===== config.mk =====
export PLATFORM = sky130hd
export DESIGN_NAME = sync_fifo_buffer_flat
export DESIGN_NICKNAME = d
export VERILOG_FILES = /design/src/rtl/sync_fifo_buffer_pkg.sv /design/src/rtl/sync_fifo_buffer_if.sv /design/src/rtl/sync_fifo_buffer_ram.sv /design/src/rtl/sync_fifo_buffer.sv /design/src/flat_wrapper.sv
export SDC_FILE = /design/constraint.sdc
export NUM_CORES = 1
export LEC_CHECK = 0
export BUFFER_PORTS_ARGS = -buffer_cell sky130_fd_sc_hd__clkbuf_2
export CORE_MARGIN = 5
export CORE_UTILIZATION = 62
export CTS_CLUSTER_DIAMETER = 150
export DETAILED_ROUTE_END_ITERATION = 10
export PLACE_DENSITY = 0.79
export SKIP_CTS_REPAIR_TIMING = 1
export SKIP_LAST_GASP = 1
export SLEW_MARGIN = 20
export SYNTH_ARGS = -nofsm -noshare
export SYNTH_HDL_FRONTEND = slang
export SYNTH_SLANG_ARGS = --single-unit

===== constraint.sdc =====
create_clock -name clk_i -period 4.7 [get_ports clk_i]
set_input_delay 0.705 -clock clk_i [delete_from_list [all_inputs] [get_ports clk_i]]
set_output_delay 0.705 -clock clk_i [all_outputs]
set_load 0.005 [all_outputs]

===== src/rtl/sync_fifo_buffer_pkg.sv =====
// rtl/sync_fifo_buffer_pkg.sv - shared types and helpers for the synchronous FIFO
package sync_fifo_buffer_pkg;

  // Operation accepted in a cycle, encoded as {write accepted, read accepted}.
  typedef enum logic [1:0] {
    OP_IDLE  = 2'b00,
    OP_READ  = 2'b01,
    OP_WRITE = 2'b10,
    OP_BOTH  = 2'b11
  } fifo_op_e;

  function automatic fifo_op_e decode_op(input logic wr_ok, input logic rd_ok);
    return fifo_op_e'({wr_ok, rd_ok});
  endfunction

endpackage


===== src/rtl/sync_fifo_buffer_if.sv =====
// rtl/sync_fifo_buffer_if.sv - FIFO bus interface with device and host views
interface sync_fifo_interface #(
  parameter int DATA_WIDTH = 32
) (
  input logic clk_i
);

  logic                  rst_i;
  logic                  wr_en_i;
  logic [DATA_WIDTH-1:0] wr_data_i;
  logic                  rd_en_i;
  logic [DATA_WIDTH-1:0] rd_data_o;
  logic                  full_o;
  logic                  empty_o;

  modport DEVICE (
    input  clk_i,
    input  rst_i,
    input  wr_en_i,
    input  wr_data_i,
    input  rd_en_i,
    output rd_data_o,
    output full_o,
    output empty_o
  );

  modport HOST (
    input  clk_i,
    output rst_i,
    output wr_en_i,
    output wr_data_i,
    output rd_en_i,
    input  rd_data_o,
    input  full_o,
    input  empty_o
  );

endinterface


===== src/rtl/sync_fifo_buffer_ram.sv =====
// rtl/sync_fifo_buffer_ram.sv - FIFO storage: one synchronous write port, one asynchronous read port
module sync_fifo_ram #(
  parameter int DATA_WIDTH = 32,
  parameter int DEPTH      = 32,
  parameter int ADDR_WIDTH = $clog2(DEPTH)
) (
  input  logic                  clk,
  input  logic                  wr_en,
  input  logic [ADDR_WIDTH-1:0] wr_addr,
  input  logic [DATA_WIDTH-1:0] wr_data,
  input  logic [ADDR_WIDTH-1:0] rd_addr,
  output logic [DATA_WIDTH-1:0] rd_data
);

  logic [DATA_WIDTH-1:0] mem [DEPTH];

  always_ff @(posedge clk) begin
    if (wr_en) begin
      mem[wr_addr] <= wr_data;
    end
  end

  // Asynchronous read lets first-word-fall-through show the head word directly.
  assign rd_data = mem[rd_addr];

endmodule


===== src/rtl/sync_fifo_buffer.sv =====
// rtl/sync_fifo_buffer.sv - synchronous FIFO: wrap-bit pointers, flags and read-data path
module sync_fifo_buffer
  import sync_fifo_buffer_pkg::*;
#(
  parameter int DATA_WIDTH = 32,
  parameter int FIFO_DEPTH = 32,
  parameter int FWFT       = 0
) (
  sync_fifo_interface.DEVICE bus
);

  localparam int IDX_W = $clog2(FIFO_DEPTH);
  localparam int PTR_W = IDX_W + 1;
  localparam logic [PTR_W-1:0] PTR_ONE = PTR_W'(1);

  logic [PTR_W-1:0]      wr_ptr;
  logic [PTR_W-1:0]      rd_ptr;
  logic                  empty;
  logic                  full;
  logic                  rd_ok;
  logic                  wr_ok;
  fifo_op_e              op;
  logic [DATA_WIDTH-1:0] head_data;

  assign empty = (wr_ptr == rd_ptr);
  assign full  = (wr_ptr[IDX_W-1:0] == rd_ptr[IDX_W-1:0]) &&
                 (wr_ptr[IDX_W] != rd_ptr[IDX_W]);

  // A write into a full FIFO is still taken when a read frees the slot this cycle.
  assign rd_ok = bus.rd_en_i && !empty;
  assign wr_ok = bus.wr_en_i && (!full || rd_ok);
  assign op    = decode_op(wr_ok, rd_ok);

  always_ff @(posedge bus.clk_i) begin
    if (bus.rst_i) begin
      wr_ptr <= '0;
      rd_ptr <= '0;
    end else begin
      case (op)
        OP_WRITE: wr_ptr <= wr_ptr + PTR_ONE;
        OP_READ:  rd_ptr <= rd_ptr + PTR_ONE;
        OP_BOTH: begin
          wr_ptr <= wr_ptr + PTR_ONE;
          rd_ptr <= rd_ptr + PTR_ONE;
        end
        default: ;
      endcase
    end
  end

  sync_fifo_ram #(
    .DATA_WIDTH (DATA_WIDTH),
    .DEPTH      (FIFO_DEPTH),
    .ADDR_WIDTH (IDX_W)
  ) u_ram (
    .clk     (bus.clk_i),
    .wr_en   (wr_ok && !bus.rst_i),
    .wr_addr (wr_ptr[IDX_W-1:0]),
    .wr_data (bus.wr_data_i),
    .rd_addr (rd_ptr[IDX_W-1:0]),
    .rd_data (head_data)
  );

  generate
    if (FWFT != 0) begin : g_fwft
      assign bus.rd_data_o = empty ? '0 : head_data;
    end else begin : g_std
      logic [DATA_WIDTH-1:0] rd_data_q;

      always_ff @(posedge bus.clk_i) begin
        if (bus.rst_i) begin
          rd_data_q <= '0;
        end else if (rd_ok) begin
          rd_data_q <= head_data;
        end
      end

      assign bus.rd_data_o = rd_data_q;
    end
  endgenerate

  assign bus.full_o  = full;
  assign bus.empty_o = empty;

endmodule


===== src/flat_wrapper.sv =====
// flat-port wrapper written by rule: the top's interface ports become plain ports
module sync_fifo_buffer_flat import sync_fifo_buffer_pkg::*;
#(
  parameter int DATA_WIDTH = 32,
  parameter int FIFO_DEPTH = 32,
  parameter int FWFT       = 0
)
  (clk_i, bus_rst_i, bus_wr_en_i, bus_wr_data_i, bus_rd_en_i, bus_rd_data_o, bus_full_o, bus_empty_o);
  sync_fifo_interface #(.DATA_WIDTH(DATA_WIDTH)) bus_i (.clk_i(clk_i));
  input wire logic clk_i;
  input wire logic [$bits(bus_i.rst_i)-1:0] bus_rst_i;
  input wire logic [$bits(bus_i.wr_en_i)-1:0] bus_wr_en_i;
  input wire logic [$bits(bus_i.wr_data_i)-1:0] bus_wr_data_i;
  input wire logic [$bits(bus_i.rd_en_i)-1:0] bus_rd_en_i;
  output wire logic [$bits(bus_i.rd_data_o)-1:0] bus_rd_data_o;
  output wire logic [$bits(bus_i.full_o)-1:0] bus_full_o;
  output wire logic [$bits(bus_i.empty_o)-1:0] bus_empty_o;
  assign bus_i.rst_i = bus_rst_i;
  assign bus_i.wr_en_i = bus_wr_en_i;
  assign bus_i.wr_data_i = bus_wr_data_i;
  assign bus_i.rd_en_i = bus_rd_en_i;
  assign bus_rd_data_o = bus_i.rd_data_o;
  assign bus_full_o = bus_i.full_o;
  assign bus_empty_o = bus_i.empty_o;
  sync_fifo_buffer #(.DATA_WIDTH(DATA_WIDTH), .FIFO_DEPTH(FIFO_DEPTH), .FWFT(FWFT)) u_core (.bus(bus_i));
endmodule

; Word level (Yosys, flattened, before mapping)
; Memories as Yosys holds them, arrays and structs flattened. A register that Yosys moved wholly into a read port is not among the register bits.
; Cells that the tools add are included.
; W data, S select, Z words.
[word_totals]
elab_cells = 23
inputBits = 36
ram_bits = 1024
memories = 1
output_inout_bits = 34
ff_bits = 12
[memory_table]
columns = name, words, width, read_ports, rd_ports_with_merged_regs, wr, line
row1 = u_core.u_ram.mem, 32, 32, 1, 1, 1, sync_fifo_buffer_ram.sv:15  ; logic [DATA_WIDTH-1:0] mem [DEPTH];
[classes]
n_eq_ne = 6
n_addsub = 2
n_mux = 2
n_reduce_logical = 10
[ops]
columns = op, count
row1 = $add A6 B1 Y6 const B, 2
row2 = $eq A6 B6 Y1, 1
row3 = $eq A5 B5 Y1, 1
row4 = $eq A2 B2 Y1 const B, 2
row5 = $logic_and A1 B1 Y1, 4
row6 = $reduce_or A2 Y1, 2
row7 = $logic_not A1 Y1, 3
row8 = $eq A2 B1 Y1 const B, 1
row9 = $mux W1, 2
row10 = $logic_or A1 B1 Y1, 1
row11 = $ne A1 B1 Y1, 1

; Longest topological paths before layout
[depth]
word_depth = 8
depth_mapped = 10
mapped_depth_nobuf = 5

; Hierarchy
; From an unflattened synthesis, not the netlist that was laid out.
[unflattened]
cells_unflattened = 2403
hier_area_um2 = 41675.0
[by_module_without_submodules]
columns = mod, instances, seq_area_each_um2, cells_per_inst, area_per_inst_um2
row1 = sync_fifo_ram, 1, 30749.5, 2228, 39844.5
row2 = sync_fifo_buffer, 1, 880.8, 175, 1830.5

; Worst setup path before layout
; No wires, ideal clock.
[synth_path]
kind = input-to-reg
start = input port bus_rd_en_i
end = memory u_core.u_ram.mem[31][0] (enable)
setup_time_ns = 0.421
path_slack_ns = 1.445
t_arrival_ns = 2.834
path_buffers = 1
path_stages = 5
t_required_ns = 4.279
cell_sequence = nand2b_1 -> o31a_1 -> clkbuf_1 -> nand3b_1 -> nor2_1
[synth_between]
elab_chain_len = 6
[synth_lines]
columns = element, line
row1 = "start, declared", flat_wrapper.sv:14  ; input wire logic [$bits(bus_i.rd_en_i)-1:0] bus_rd_en_i;
row2 = $logic_and A1 B1 Y1, sync_fifo_buffer.sv:30  ; assign rd_ok = bus.rd_en_i && !empty;
row3 = $logic_or A1 B1 Y1, sync_fifo_buffer.sv:31  ; assign wr_ok = bus.wr_en_i && (!full || rd_ok);
row4 = $logic_and A1 B1 Y1, sync_fifo_buffer.sv:31
row5 = $logic_and A1 B1 Y1, sync_fifo_buffer.sv:57  ; .wr_en (wr_ok && !bus.rst_i),
row6 = $mux W1, sync_fifo_buffer_ram.sv:18  ; if (wr_en) begin
row7 = $mux W1 (implied by the code), sync_fifo_buffer_ram.sv:19  ; mem[wr_addr] <= wr_data;
row8 = "end, declared", sync_fifo_buffer_ram.sv:15
; No other way between the ends.

; Worst setup path after layout
[layout_path]
start = register u_core.rd_ptr[0]
end = register u_core.g_std.rd_data_q[19] (netlist: u_core.bus.rd_data_o[19]), read port of u_core.u_ram.mem
[layout_between]
elab_chain_len = 3
[layout_lines]
columns = element, line
row1 = "start, declared", sync_fifo_buffer.sv:17  ; logic [PTR_W-1:0] rd_ptr;
row2 = "start signal, assigned", sync_fifo_buffer.sv:41  ; OP_READ: rd_ptr <= rd_ptr + PTR_ONE;
row3 = "start signal, assigned", sync_fifo_buffer.sv:44  ; rd_ptr <= rd_ptr + PTR_ONE;
row4 = $eq A6 B6 Y1, sync_fifo_buffer.sv:25  ; assign empty = (wr_ptr == rd_ptr);
row5 = $logic_not A1 Y1, sync_fifo_buffer.sv:30
row6 = $logic_and A1 B1 Y1, sync_fifo_buffer.sv:30
row7 = "end, declared", sync_fifo_buffer.sv:68  ; logic [DATA_WIDTH-1:0] rd_data_q;
; Parallel ways exist; a longest one is shown, timed or not.
; A chain may end at the register's enable or synchronous reset.

==> results.json <==
{
  "nNetsFinal": 2041,
  "max_freq_mhz": 296,
  "grt_pass1_wl_mm": 144,
  "stdcell_count": 2940,
  "routed_wl_mm": 99.1,
  "ir_drop_uv": 245,
  "synth_top_cell_by_area": "edfxtp_1",
  "start_util_pct": 62.8,
  "dp_cells": 2752,
  "cts_root_buffer": "clkbuf_16",
  "hold_path.class": "flip-flop to flip-flop",
  "drtIter0Drc": 2795,
  "fin_crit_sh_pct": 71.9,
  "synth.ff_latch_count": 1068,
  "async_flop_share_pct": 0,
  "grt_antenna_before_repair": 5,
  "grt_usage_pct": 28.1,
  "ys_seq_area_share_pct": 77.9,
  "dieWidth_um": 266,
  "required_ns": 5.25,
  "hold_viol_final": 0,
  "htree_levels": 3,
  "wl_per_cell_um": 33.7,
  "final_area_mm2": 0.0456,
  "gp_congestion": 0.853,
  "rows": 93,
  "finalSetupTns_ns": 0,
  "clkLatencyLatePin_ns": 0.65,
  "leakagePower_uw": 0.0141,
  "dp_hpwl_mm": 53.9,
  "synth_nets": 1916,
  "crit_path_end_kind": "flip-flop",
  "outcome": "finished, final reports clean",
  "postPlaceCellArea_mm2": 0.0423,
  "ys.warnings.count": 0,
  "io_buffer_count": 69,
  "drive_gt1_share_pct": 25.1,
  "startpoint_type": "flip-flop",
  "synth_top_cells_by_count": "edfxtp_1, mux4_2, mux2i_1",
  "synth_top_area_share_pct": 75.7,
  "rsz0062_at_grt": "no",
  "grt_pass1_vias": 21136,
  "dieHeight_um": 266,
  "ant_nets": 0,
  "relSlewSlack_pct": 21.8,
  "ys_types": 44,
  "critPathMaxFanout": 29,
  "grt_max_degree": 94,
  "maxSlewViolCount": 0,
  "cap_violations": 0,
  "p_per_area_mw_per_mm2": 454,
  "yosysMostFrequentCell": "edfxtp_1",
  "syn_inst": 1875,
  "cts_inserted_buffers": 99,
  "finalCriticalPeriod_ns": 3.38,
  "area_growth_pct": 12.2,
  "drc_errors": 0,
  "vias": 20652,
  "final-setup-viol-count": 0,
  "worst_pin_slew_ns": 1.17,
  "synth_area_mm2": 0.0406,
  "critPathKind": "flip-flop to flip-flop",
  "syn_area_per_cell_um2": 21.7,
  "die_area_mm2": 0.0707,
  "cts_sinks": 1068,
  "fp.coreArea_mm2": 0.0647,
  "cp.arrival_ns": 3.93,
  "clock_path_buffers": 3,
  "synth_edf_count": 1024,
  "cts_tree": "done",
  "clk_pin_slew_ns": 0.06,
  "gr-total-overflow": 0,
  "ys.flop_type": "edfxtp_1",
  "fin_skew_ns": 0.0266,
  "dr.pass1.iters": 6,
  "synthTopCellsByArea": "edfxtp_1, mux4_2, mux2i_1",
  "design.portCount": 70,
  "vias_per_cell": 7.02
}
==> cells by family (layout without fill, tap and decap cells) <==
group                      after synthesis  count (layout)  share of synthesized area [%]
adders and majority gates                5               5                          0.154
other                                    0               1                              0
DFF                                   1068            1068                           77.9
muxes                                  328             328                           14.1
xor gates and xnor gates                11              11                          0.237
buffers and inverters                  116             325                           1.50
AOI/OAI and AO/OA                      266             266                           5.13
and+or+nand+nor                         81              81                          0.974
==> metal layers <==
layer	track usage (%)	part of all wire, %	vias up
met2	43.2	48	1419
met3	8.76	11	255
met1	37.8	36	10738
met5	0	0.081	-
li1	-	-	8228
met4	12.9	4.6	12
==> worst paths after layout <==
path	startpoint	to	slack, ns	cells after the start
max reg2reg	u_core.rd_ptr[0]	u_core.bus.rd_data_o[19]	1.32	6
min	u_core.bus.rd_data_o[30]	u_core.bus.rd_data_o[30]	0.49	1
min reg2reg	u_core.bus.rd_data_o[30]	u_core.bus.rd_data_o[30]	0.49	1
max	u_core.rd_ptr[0]	u_core.bus.rd_data_o[19]	1.32	6
==> flip-flops by register name (all words and copies together) (netlist names) <==
name,flops
u_core.bus.rd_data_o,32
u_core.wr_ptr,6
u_core.u_ram.mem,1024
u_core.rd_ptr,6
==> cell type report <==
class                           count  area [µm²]
Antenna cell                        1        2.50
Clock buffer                      144        2850
Clock inverter                     41         328
Fill cell                        3722       19100
Inverter                            2        7.51
Multi-Input combinational cell    691        8660
Sequential cell                  1068       31600
Tap cell                          855        1070
Timing Repair Buffer              138        1010
==> through the flow <==
step / setup WS, ns / util (%) / power (µW) / hold WS (ns)
floorplan: 1.44 / - / 12400 / 0.463
global placement: 1.45 / 65.4 / 13000 / 0.474
detailed placement: 1.33 / 65.4 / 13100 / 0.468
CTS: 1.30 / 70.4 / 20800 / 0.464
global route: 1.04 / 70.4 / 21300 / 0.501
finish: 1.32 / 70.4 / 20700 / 0.489
==> critical path, cell delays in order (launching register included) <==
cell and delay (ns):
dfxtp_4 0.70, buf_4 0.57, mux4_2 0.57, a22o_1 0.26, a2111oi_0 0.83, a21oi_1 0.09
a22o_1 0.22
==> layout by cell type, fill, tap and decap left out, types with 11 or more instances in the layout <==
master     count
clkbuf_8      14
mux4_2       176
clkinv_2      15
edfxtp_1    1024
nor2_4        34
clkbuf_16    102
dfxtp_1       40
a2111oi_2     20
a22oi_1       32
nor2_1        11
mux2i_1      136
buf_4         58
o221ai_1      32
clkinv_1      15
a22o_1        62
mux4_1        15
a21oi_1       67
o22ai_1       31
clkbuf_2      69
clkbuf_1      28
==> power by group <==
| part | switching, µW | total [µW] | internal, µW |
|---|---|---|---|
| sequential | 128 | 10600 | 10500 |
| clock | 3380 | 7810 | 4430 |
| combinational | 1210 | 2240 | 1030 |
| total | 4720 | 20700 | 16000 |
Power figures use the tool's default switching activity.
